### src/rtl/edge_pkg.sv
`default_nettype none
// +------------------------------------------------------------------+
// | edge_pkg : shared types for the pulse <-> level signalling path  |
// | rev 1.0                                                          |
// +------------------------------------------------------------------+
package edge_pkg;

  typedef enum logic [1:0] {
    IDLE      = 2'd0,
    HOLD      = 2'd1,
    HOLD_PEND = 2'd2
  } state_e;

  localparam logic LVL_LOW  = 1'b0;
  localparam logic LVL_HIGH = 1'b1;

  // Error classes as seen by edge_detector-side monitors.
  typedef enum logic [1:0] {
    ERR_NONE = 2'd0,
    ERR_SEQ  = 2'd1,
    ERR_OVF  = 2'd2
  } err_e;

  typedef enum logic [1:0] {
    EV_NONE      = 2'd0,
    EV_LEGAL     = 2'd1,
    EV_REDUNDANT = 2'd2,
    EV_BOTH      = 2'd3
  } ev_e;

  function automatic ev_e classify_event(input logic p, input logic n, input logic lvl);
    if (p && n) return EV_BOTH;
    if (p)      return (lvl == LVL_LOW)  ? EV_LEGAL : EV_REDUNDANT;
    if (n)      return (lvl == LVL_HIGH) ? EV_LEGAL : EV_REDUNDANT;
    return EV_NONE;
  endfunction

endpackage
`default_nettype wire

### src/rtl/hold_timer.sv
`default_nettype none
// +------------------------------------------------------------------+
// | hold_timer : loadable saturating down-counter for hold windows   |
// | rev 1.0                                                          |
// +------------------------------------------------------------------+
module hold_timer #(
  parameter int CNT_W = 8
) (
  input  logic             clk,
  input  logic             rst_n,
  input  logic             load_i,
  input  logic [CNT_W-1:0] load_val_i,
  output logic             expire_o,
  output logic             active_o
);

  logic [CNT_W-1:0] cnt_q, cnt_d;

  always_comb begin
    cnt_d = cnt_q;
    if (load_i) begin
      cnt_d = load_val_i;
    end else if (cnt_q != '0) begin
      cnt_d = cnt_q - 1'b1;
    end
  end

  always_ff @(posedge clk or negedge rst_n) begin
    if (!rst_n) begin
      cnt_q <= '0;
    end else begin
      cnt_q <= cnt_d;
    end
  end

  assign active_o = (cnt_q != '0);
  // Last busy cycle: the counter reaches zero on the next edge.
  assign expire_o = (cnt_q == CNT_W'(1));

endmodule
`default_nettype wire

### src/rtl/edge_to_level.sv
`default_nettype none
// +------------------------------------------------------------------+
// | edge_to_level : rebuilds a level from p/n edge pulses with a     |
// | minimum hold time, one-deep event buffer and sticky error flags. |
// | Optional macro HIGH_WIDTH_MEAS_EN adds high-pulse width measure. |
// | rev 1.0                                                          |
// +------------------------------------------------------------------+
module edge_to_level
  import edge_pkg::*;
#(
  parameter int   MIN_HOLD   = 3,
  parameter int   CNT_W      = 8,
  parameter logic INIT_LEVEL = 1'b0
) (
  input  logic             clk,
  input  logic             rst_n,
  input  logic             pulse_in_p,
  input  logic             pulse_in_n,
  input  logic             clr_err,
  output logic             sig_out,
  output logic             busy,
  output logic             pend,
  output logic             err_seq,
  output logic             err_ovf
`ifdef HIGH_WIDTH_MEAS_EN
  ,
  output logic [CNT_W-1:0] high_width,
  output logic             high_width_vld
`endif
);

  localparam logic [CNT_W-1:0] HOLD_LOAD = CNT_W'(MIN_HOLD - 1);
  localparam bit               HAS_HOLD  = (MIN_HOLD > 1);

  if ((MIN_HOLD < 1) || ((64'd1 << CNT_W) <= 64'(MIN_HOLD))) begin : g_param_check
    $error("edge_to_level: MIN_HOLD must be >= 1 and below 2**CNT_W");
  end

  state_e state_q, state_d;
  logic   sig_q, sig_d;
  logic   pl_q, pl_d;
  logic   eseq_q, eseq_d;
  logic   eovf_q, eovf_d;
  logic   t_load, t_expire, t_active;
  logic   lvl_eff;
  ev_e    ev;
  err_e   err_type;

  hold_timer #(
    .CNT_W (CNT_W)
  ) u_hold_timer (
    .clk        (clk),
    .rst_n      (rst_n),
    .load_i     (t_load),
    .load_val_i (HOLD_LOAD),
    .expire_o   (t_expire),
    .active_o   (t_active)
  );

  // In HOLD_PEND the pending level is both the effective level and the
  // level sig_out takes when the slot drains, so one classification serves.
  assign lvl_eff = (state_q == HOLD_PEND) ? pl_q : sig_q;
  assign ev      = classify_event(pulse_in_p, pulse_in_n, lvl_eff);

  always_comb begin
    state_d  = state_q;
    sig_d    = sig_q;
    pl_d     = pl_q;
    t_load   = 1'b0;
    err_type = ERR_NONE;
    case (state_q)
      IDLE: begin
        if (ev == EV_LEGAL) begin
          sig_d = pulse_in_p ? LVL_HIGH : LVL_LOW;
          if (HAS_HOLD) begin
            t_load  = 1'b1;
            state_d = HOLD;
          end
        end else if (ev != EV_NONE) begin
          err_type = ERR_SEQ;
        end
      end
      HOLD: begin
        if (t_expire) state_d = IDLE;
        if (ev == EV_LEGAL) begin
          pl_d    = pulse_in_p ? LVL_HIGH : LVL_LOW;
          state_d = HOLD_PEND;
        end else if (ev != EV_NONE) begin
          err_type = ERR_SEQ;
        end
      end
      HOLD_PEND: begin
        if (!t_active) begin
          sig_d   = pl_q;
          pl_d    = LVL_LOW;
          t_load  = 1'b1;
          state_d = HOLD;
          if (ev == EV_LEGAL) begin
            pl_d    = pulse_in_p ? LVL_HIGH : LVL_LOW;
            state_d = HOLD_PEND;
          end else if (ev != EV_NONE) begin
            err_type = ERR_SEQ;
          end
        end else if (ev == EV_BOTH) begin
          err_type = ERR_SEQ;
        end else if (ev != EV_NONE) begin
          err_type = ERR_OVF;
        end
      end
      default: state_d = IDLE;
    endcase

    // A fresh error outranks a simultaneous clear.
    eseq_d = (eseq_q & ~clr_err) | (err_type == ERR_SEQ);
    eovf_d = (eovf_q & ~clr_err) | (err_type == ERR_OVF);
  end

  always_ff @(posedge clk or negedge rst_n) begin
    if (!rst_n) begin
      state_q <= IDLE;
      sig_q   <= INIT_LEVEL;
      pl_q    <= LVL_LOW;
      eseq_q  <= 1'b0;
      eovf_q  <= 1'b0;
    end else begin
      state_q <= state_d;
      sig_q   <= sig_d;
      pl_q    <= pl_d;
      eseq_q  <= eseq_d;
      eovf_q  <= eovf_d;
    end
  end

  assign sig_out = sig_q;
  assign busy    = t_active;
  assign pend    = (state_q == HOLD_PEND);
  assign err_seq = eseq_q;
  assign err_ovf = eovf_q;

`ifdef HIGH_WIDTH_MEAS_EN
  logic [CNT_W-1:0] hcnt_q, hcnt_d;
  logic [CNT_W-1:0] hw_q, hw_d;
  logic             hv_q, hv_d;
  logic [CNT_W-1:0] hcnt_inc;

  assign hcnt_inc = (&hcnt_q) ? hcnt_q : hcnt_q + 1'b1;

  always_comb begin
    hcnt_d = hcnt_q;
    hw_d   = hw_q;
    hv_d   = 1'b0;
    if (sig_q == LVL_HIGH) begin
      if (sig_d == LVL_LOW) begin
        hw_d   = hcnt_inc;
        hv_d   = 1'b1;
        hcnt_d = '0;
      end else begin
        hcnt_d = hcnt_inc;
      end
    end
  end

  always_ff @(posedge clk or negedge rst_n) begin
    if (!rst_n) begin
      hcnt_q <= '0;
      hw_q   <= '0;
      hv_q   <= 1'b0;
    end else begin
      hcnt_q <= hcnt_d;
      hw_q   <= hw_d;
      hv_q   <= hv_d;
    end
  end

  assign high_width     = hw_q;
  assign high_width_vld = hv_q;
`endif

endmodule
`default_nettype wire
### config.mk
export PLATFORM = sky130hd
export DESIGN_NAME = edge_to_level
export DESIGN_NICKNAME = d
export VERILOG_FILES = /design/src/rtl/edge_pkg.sv /design/src/rtl/hold_timer.sv /design/src/rtl/edge_to_level.sv
export SDC_FILE = /design/constraint.sdc
export NUM_CORES = 1
export LEC_CHECK = 0
export CORE_MARGIN = 3
export CORE_UTILIZATION = 48
export CTS_CLUSTER_DIAMETER = 200
export DETAILED_ROUTE_END_ITERATION = 10
export PLACE_DENSITY_LB_ADDON = 0.08
export SYNTH_ARGS = -nofsm -noshare
export SYNTH_HDL_FRONTEND = slang
export SYNTH_SLANG_ARGS = --single-unit
### constraint.sdc
create_clock -name clk -period 1.77 [get_ports clk]
set_input_delay 0.2655 -clock clk [delete_from_list [all_inputs] [get_ports clk]]
set_output_delay 0.2655 -clock clk [all_outputs]
set_load 0.05 [all_outputs]
# --- Yosys cells after proc, flatten, opt, wreduce, memory -nomap -nowiden ---
# Index checks and enable logic that the tools add are counted.
op_classes:
  bitwise: 5
  n_mux: 38
  n_addsub: 1
  n_eq_ne: 11
  reduce_logical: 11
op_table:
  columns: ["cell", "n"]
  rows:
  - ["$mux 2", 16]
  - ["$mux 8", 2]
  - ["$mux 1", 15]
  - ["$reduce_and 3->1", 3]
  - ["$eq 8x1->1 const B", 1]
  - ["$reduce_bool 2->1", 4]
  - ["$reduce_bool 8->1", 1]
  - ["$sub 8x1->8 const B", 1]
  - ["$eq 2x1->1 const B", 3]
  - ["$eq 2x2->1 const B", 3]
  - ["$ne 2x2->1 const B", 3]
  - ["$pmux 1 s2", 3]
  - ["$pmux 2 s3", 1]
  - ["$pmux 2 s2", 1]
  - ["$ne 3x3->1 const B", 1]
  - ["$and 1x1->1", 2]
  - ["$logic_not 2->1", 1]
  - ["$or 1x1->1", 2]
  - ["$reduce_or 2->1", 1]
  - ["$logic_and 1x1->1", 1]
  - ["$not 1->1", 1]
totals:
  reg_bits: 14
  word_cells: 72
  in_bits: 5
  out_inout_bits: 5

# --- Depth between registers and ports, before layout ---
logic_depth:
  ltp_word: 15
  ltp_mapped: 8
  mapped_depth_nobuf: 7

# --- Cells and area by module ---
# Synthesis repeated with hierarchy kept, for this count alone.
hier_totals:
  cells_unflattened: 122
  area_unflattened_um2: 1067.3
modules_own_cells:
  columns: ["mod", "area_per_inst_um2", "n_inst", "cells_per_inst"]
  rows:
  - ["edge_to_level", 538.0, 1, 63]
  - ["hold_timer", 529.3, 1, 59]

# --- Least setup slack after synthesis ---
# OpenSTA, ideal clock, no wires.
synth_path:
  kind: "reg-to-reg"
  start: "register u_hold_timer.cnt_q[4]"
  end: "register sig_q (netlist: sig_out)"
  t_arrival_ps: 1803
  setup_ps: 125
  period_less_slack_ps: 1928
  path_stages_with_launch: 7
  slack_ps: -158
  required_ps: 1645
  path_cell_list: "dfrtp_1 -> nor4_2 -> and3_1 -> buf_6 -> inv_6 -> a211oi_4 -> mux2_4"
synth_between:
  elab_chain_cells: 3
synth_lines:
  columns: ["item", "line", "rtl"]
  rows:
  - ["from (decl)", "hold_timer.sv:17", "logic [CNT_W-1:0] cnt_q, cnt_d;"]
  - ["from (signal assigned)", "hold_timer.sv:32", "cnt_q <= cnt_d;"]
  - ["$reduce_bool 8->1", "hold_timer.sv:36", "assign active_o = (cnt_q != '0);"]
  - ["via busy", "edge_to_level.sv:21", "output logic busy,"]
  - ["$ne 2x2->1 (no source line)", null, null]
  - ["$reduce_and 3->1 (no source line)", null, null]
  - ["to (signal assigned)", "edge_to_level.sv:127", "sig_q <= sig_d;"]
  - ["to (decl)", "edge_to_level.sv:40", "logic sig_q, sig_d;"]
# The timed path passes the listed nets, and every way through them passes these cells.
# A chain may end at the register's enable or synchronous reset.

# --- Final worst setup path ---
layout_path:
  start: "register u_hold_timer.cnt_q[7]"
  end: "register sig_q (netlist: sig_out)"
layout_between:
  elab_chain_cells: 3
layout_lines:
  columns: ["item", "line"]
  rows:
  - ["$reduce_bool 8->1", "hold_timer.sv:36"]
  - ["$ne 2x2->1 (no source line)", null]
  - ["$reduce_and 3->1 (no source line)", null]
# Every way passes these cells.

==> results <==
- The flow ran to the end, but the final reports show violations.
- The checks that failed: setup timing.
- The depth of the worst register-to-register path is 5.
- The count of routing violations after the opening detailed-route iteration is 34.
- The sequential element share of the synthesized area is 40.2%.
- The first global-routing pass estimated 3820 µm of wire.
- Setup repair after global routing could not meet its margin everywhere.
- The cell area that synthesis handed to floorplanning was 872 µm².
- VDD sags by at most 1.04 mV.
- The cell count after synthesis is 93.
- The number of nets in the synthesized netlist is 102.
- The relative slew slack is 66.4%.
- The die width is 48.6 µm.
- The clock insertion delay at the later pin of the skew report is 0.30 ns.
- Using the TritonRoute via totals, the vias-per-cell ratio works out to 5.59.
- The setup-violating endpoint count in the final report is 6.
- Cells with a size suffix above 1 make up 40.6% of the layout.
- The sort of element at the start of the critical path is a flip-flop.
- The TritonCTS sink count is 14.
- Summing all placed instances gives a cell area of 0.00115 mm².
- For this design, the CTS-stage hold fixing added 0 buffers.
- During I/O placement, the number of pins put on the boundary was 10.
- The TritonCTS clock tree is yes.
- The number of placed instances, taps included, is 146.
- Of all nets on the critical path, the largest fanout is 7.
- Dividing total power by cell area gives a power density of 1850 mW/mm².
- After layout, the worst setup slack is -0.0527 ns.
- For the final routed database, the setup TNS stands at -0.201 ns.
- Once detail routing completed, the nets flagged for antenna violations numbered 0.
- The worst setup path is captured at a flip-flop.
- The number of distinct standard cells referenced by the synthesized netlist is 33.
- The worst flop-to-flop path startpoint is u_hold_timer.cnt_q[7].
- Port buffering added 9 buffers.
- The number of synthesized register bits is 14.
- The min-delay analysis places its worst path in the category in -> async.
- With fillers left out, the area of the finished cells amounts to 0.00130 mm².
- The last weighted congestion value of the routability-driven placer is 0.841.
- The die span in y is 48.6 µm.
- The capture instance of the worst register-to-register path is sig_out.
- Prior to clock tree synthesis, the placed netlist has a worst setup slack of -0.0626 ns.
- The tree is rooted in a sky130_fd_sc_hd__clkbuf_4.
- The overall overflow remaining after global route is 0.
- The layout overhead on the synthesized area is 49.2%.
- The max-slew violation count came to 0.
- After layout, the worst path uses 103% of the clock period.
- The number of max-cap violations is 0.
- The initial antenna violation count is 0.
- The average instance in the mapped netlist occupies 9.38 µm².
- Excluding fillers, the count of instances in the completed layout stands at 157.
- The clock buffer count from CTS is 3.
- The total inserted antenna cells is 0.
- The total wire length is 2230 µm.
- After detailed routing, the number of remaining DRC violations is 0.
- By startpoint and endpoint, the worst setup path is classified as reg -> reg.
- The final route contains 878 vias.
- The clock edge transition at the registers on the reported setup and hold paths is 0.09 ns.
- For the pin with the worst max-slew slack, the measured transition is 0.503 ns.
- Before antenna repair, the detailed router went through 4 iterations.
- The detail-routed net length per standard cell is 14.2 µm.
- The count of H-tree levels built during CTS is 1.
- The number of warning messages in the yosys log is 0.
- Global routing used 20.8% of the available tracks.
- At the worst endpoint, the arrival time is 2.01 ns.
- Summed over all cells, the static leakage comes to 0.617 nW.
- The most critical setup path has its startpoint at u_hold_timer.cnt_q[7].
- The clock tree skew after final layout is 0.00138 ns.
- For this configuration, the core starts out at a cell density of 54.1%.
- The register-to-register setup slack is -0.05 ns.
- The floorplan step defined a core boundary enclosing 0.00161 mm².
- The wire-length estimate of the detail-placed layout is 1470 µm.
- For the worst setup path, the data required time is 1.96 ns.
- The largest net degree at the start of global routing is 15.
- Row generation in the floorplan step produced 14 rows.
- The area enclosed by the die boundary is 0.00236 mm².
- The share of the core filled with cells is 80.7%.
- The design draws 2.41 mW.
- The top achievable clock speed is 549 MHz.
- The routed design could run at a clock period as short as 1.82 ns.
- Across all hold checks on the routed design, the worst slack comes to 0.278 ns.
- The via count of the first global-routing pass is 831.
- The final layout contains 143 nets.
- The clock passes through at most 2 buffers.
- The number of failing hold endpoints at the final stage is 0.
==> state kept, by name, summed over array words and instances (netlist names) <==
signal,flops
err_ovf,1
err_seq,1
state_q,2
sig_out,1
pl_q,1
u_hold_timer.cnt_q,8
==> timing repair <==
item                                    4_1_cts  5_1_grt
endpoints found under the setup margin        3       12
setup buffers                                 2        6
resized for setup                             5       11
pin swaps                                     2        5
==> where the power goes <==
| part | internal [mW] | total [mW] | switching [mW] | leakage [nW] |
|---|---|---|---|---|
| clock | 0.126 | 0.248 | 0.122 | 0.0210 |
| sequential | 0.458 | 0.585 | 0.127 | 0.173 |
| combinational | 0.801 | 1.58 | 0.775 | 0.423 |
==> placed cells by master (no fill, tap or decap), drive strengths merged <==
cell / synthesis / layout
buf: 2 / 33
dfrtp: 14 / 14
nor2: 13 / 13
nand2: 10 / 10
inv: 6 / 6
clkdlybuf4s50: 0 / 5
mux2i: 5 / 5
nor3: 4 / 4
nand3: 4 / 4
ha: 4 / 4
clkbuf: 1 / 4
a21oi: 3 / 3
xnor2: 3 / 3
nand2b: 3 / 3
mux2: 3 / 3
o22ai: 2 / 2
o31ai: 2 / 2
o21ai: 2 / 2
nor4: 2 / 2
a211oi: 2 / 2
and3: 1 / 1
nand4b: 1 / 1
or4: 1 / 1
a21o: 1 / 1
a221oi: 1 / 1
a31oi: 1 / 1
a211o: 1 / 1
o2bb2ai: 1 / 1
dlymetal6s2s: 0 / 1
==> worst max-delay path, cell delays in order, from the launching register on <==
cell,delay [ns]
sky130_fd_sc_hd__dfrtp_1,0.42
sky130_fd_sc_hd__nor4_4,0.34
sky130_fd_sc_hd__and3_4,0.27
sky130_fd_sc_hd__inv_8,0.05
sky130_fd_sc_hd__a211oi_4,0.30
sky130_fd_sc_hd__mux2_4,0.33
==> cell usage after synthesis <==
cell / instances / area [µm²]
sky130_fd_sc_hd__nand2_1: 10 / 37.5
sky130_fd_sc_hd__buf_2: 1 / 5.00
sky130_fd_sc_hd__nand4b_1: 1 / 8.76
sky130_fd_sc_hd__nand2b_1: 3 / 18.8
sky130_fd_sc_hd__nor3_1: 4 / 20.0
sky130_fd_sc_hd__nand3_1: 4 / 20.0
sky130_fd_sc_hd__o2bb2ai_1: 1 / 8.76
sky130_fd_sc_hd__and3_1: 1 / 6.26
sky130_fd_sc_hd__dfrtp_1: 14 / 350
sky130_fd_sc_hd__a31oi_1: 1 / 6.26
sky130_fd_sc_hd__mux2_2: 2 / 22.5
sky130_fd_sc_hd__ha_1: 4 / 50.1
sky130_fd_sc_hd__mux2_4: 1 / 15.0
sky130_fd_sc_hd__or4_1: 1 / 7.51
sky130_fd_sc_hd__clkbuf_1: 1 / 3.75
sky130_fd_sc_hd__inv_1: 5 / 18.8
sky130_fd_sc_hd__a21o_1: 1 / 7.51
sky130_fd_sc_hd__o31ai_1: 2 / 15.0
sky130_fd_sc_hd__a21oi_1: 3 / 15.0
sky130_fd_sc_hd__nor2_1: 12 / 45.0
sky130_fd_sc_hd__nor4_2: 1 / 12.5
sky130_fd_sc_hd__buf_6: 1 / 11.3
sky130_fd_sc_hd__a221oi_1: 1 / 8.76
sky130_fd_sc_hd__mux2i_1: 5 / 50.1
sky130_fd_sc_hd__o21ai_0: 2 / 10.0
sky130_fd_sc_hd__nor4_1: 1 / 6.26
sky130_fd_sc_hd__o22ai_1: 2 / 12.5
sky130_fd_sc_hd__a211o_2: 1 / 10.0
sky130_fd_sc_hd__nor2_2: 1 / 6.26
sky130_fd_sc_hd__inv_6: 1 / 8.76
sky130_fd_sc_hd__a211oi_4: 1 / 20.0
sky130_fd_sc_hd__a211oi_1: 1 / 7.51
sky130_fd_sc_hd__xnor2_1: 3 / 26.3
==> worst max-delay path by stage <==
stage	to	slack, ns
after floorplan	sig_out	-0.09
after global placement	u_hold_timer.cnt_q[1]	-0.04
after detailed placement	sig_out	-0.06
after CTS	busy	0.01
after global routing	sig_out	-0.12
final	sig_out	-0.05
==> logic make-up after synthesis <==
logic type | count (synthesis) | share of synthesized area [%]
fa+ha+maj | 4 | 5.74
xor+xnor | 3 | 3.01
mux | 8 | 10.0
buf+inv | 9 | 5.45
simple gates | 39 | 21.7
compound gates | 16 | 13.9
flops | 14 | 40.2
==> final cells by class <==
class | instances | area [µm²]
multi-input combinational | 70 | 520
sequential | 14 | 350
timing repair buffer | 39 | 334
fill | 105 | 310
clock buffer | 4 | 36.3
inverter | 6 | 30.0
tap | 24 | 30.0
==> routing by layer <==
metal	routed length, µm	track usage (%)	vias to the layer above
met5	0	0	-
met4	48	8.53	0
met3	141	6.13	7
met2	1040	32.6	37
met1	1010	26.6	428
li1	-	-	406
No activity file was read; power rests on OpenSTA's default activity.
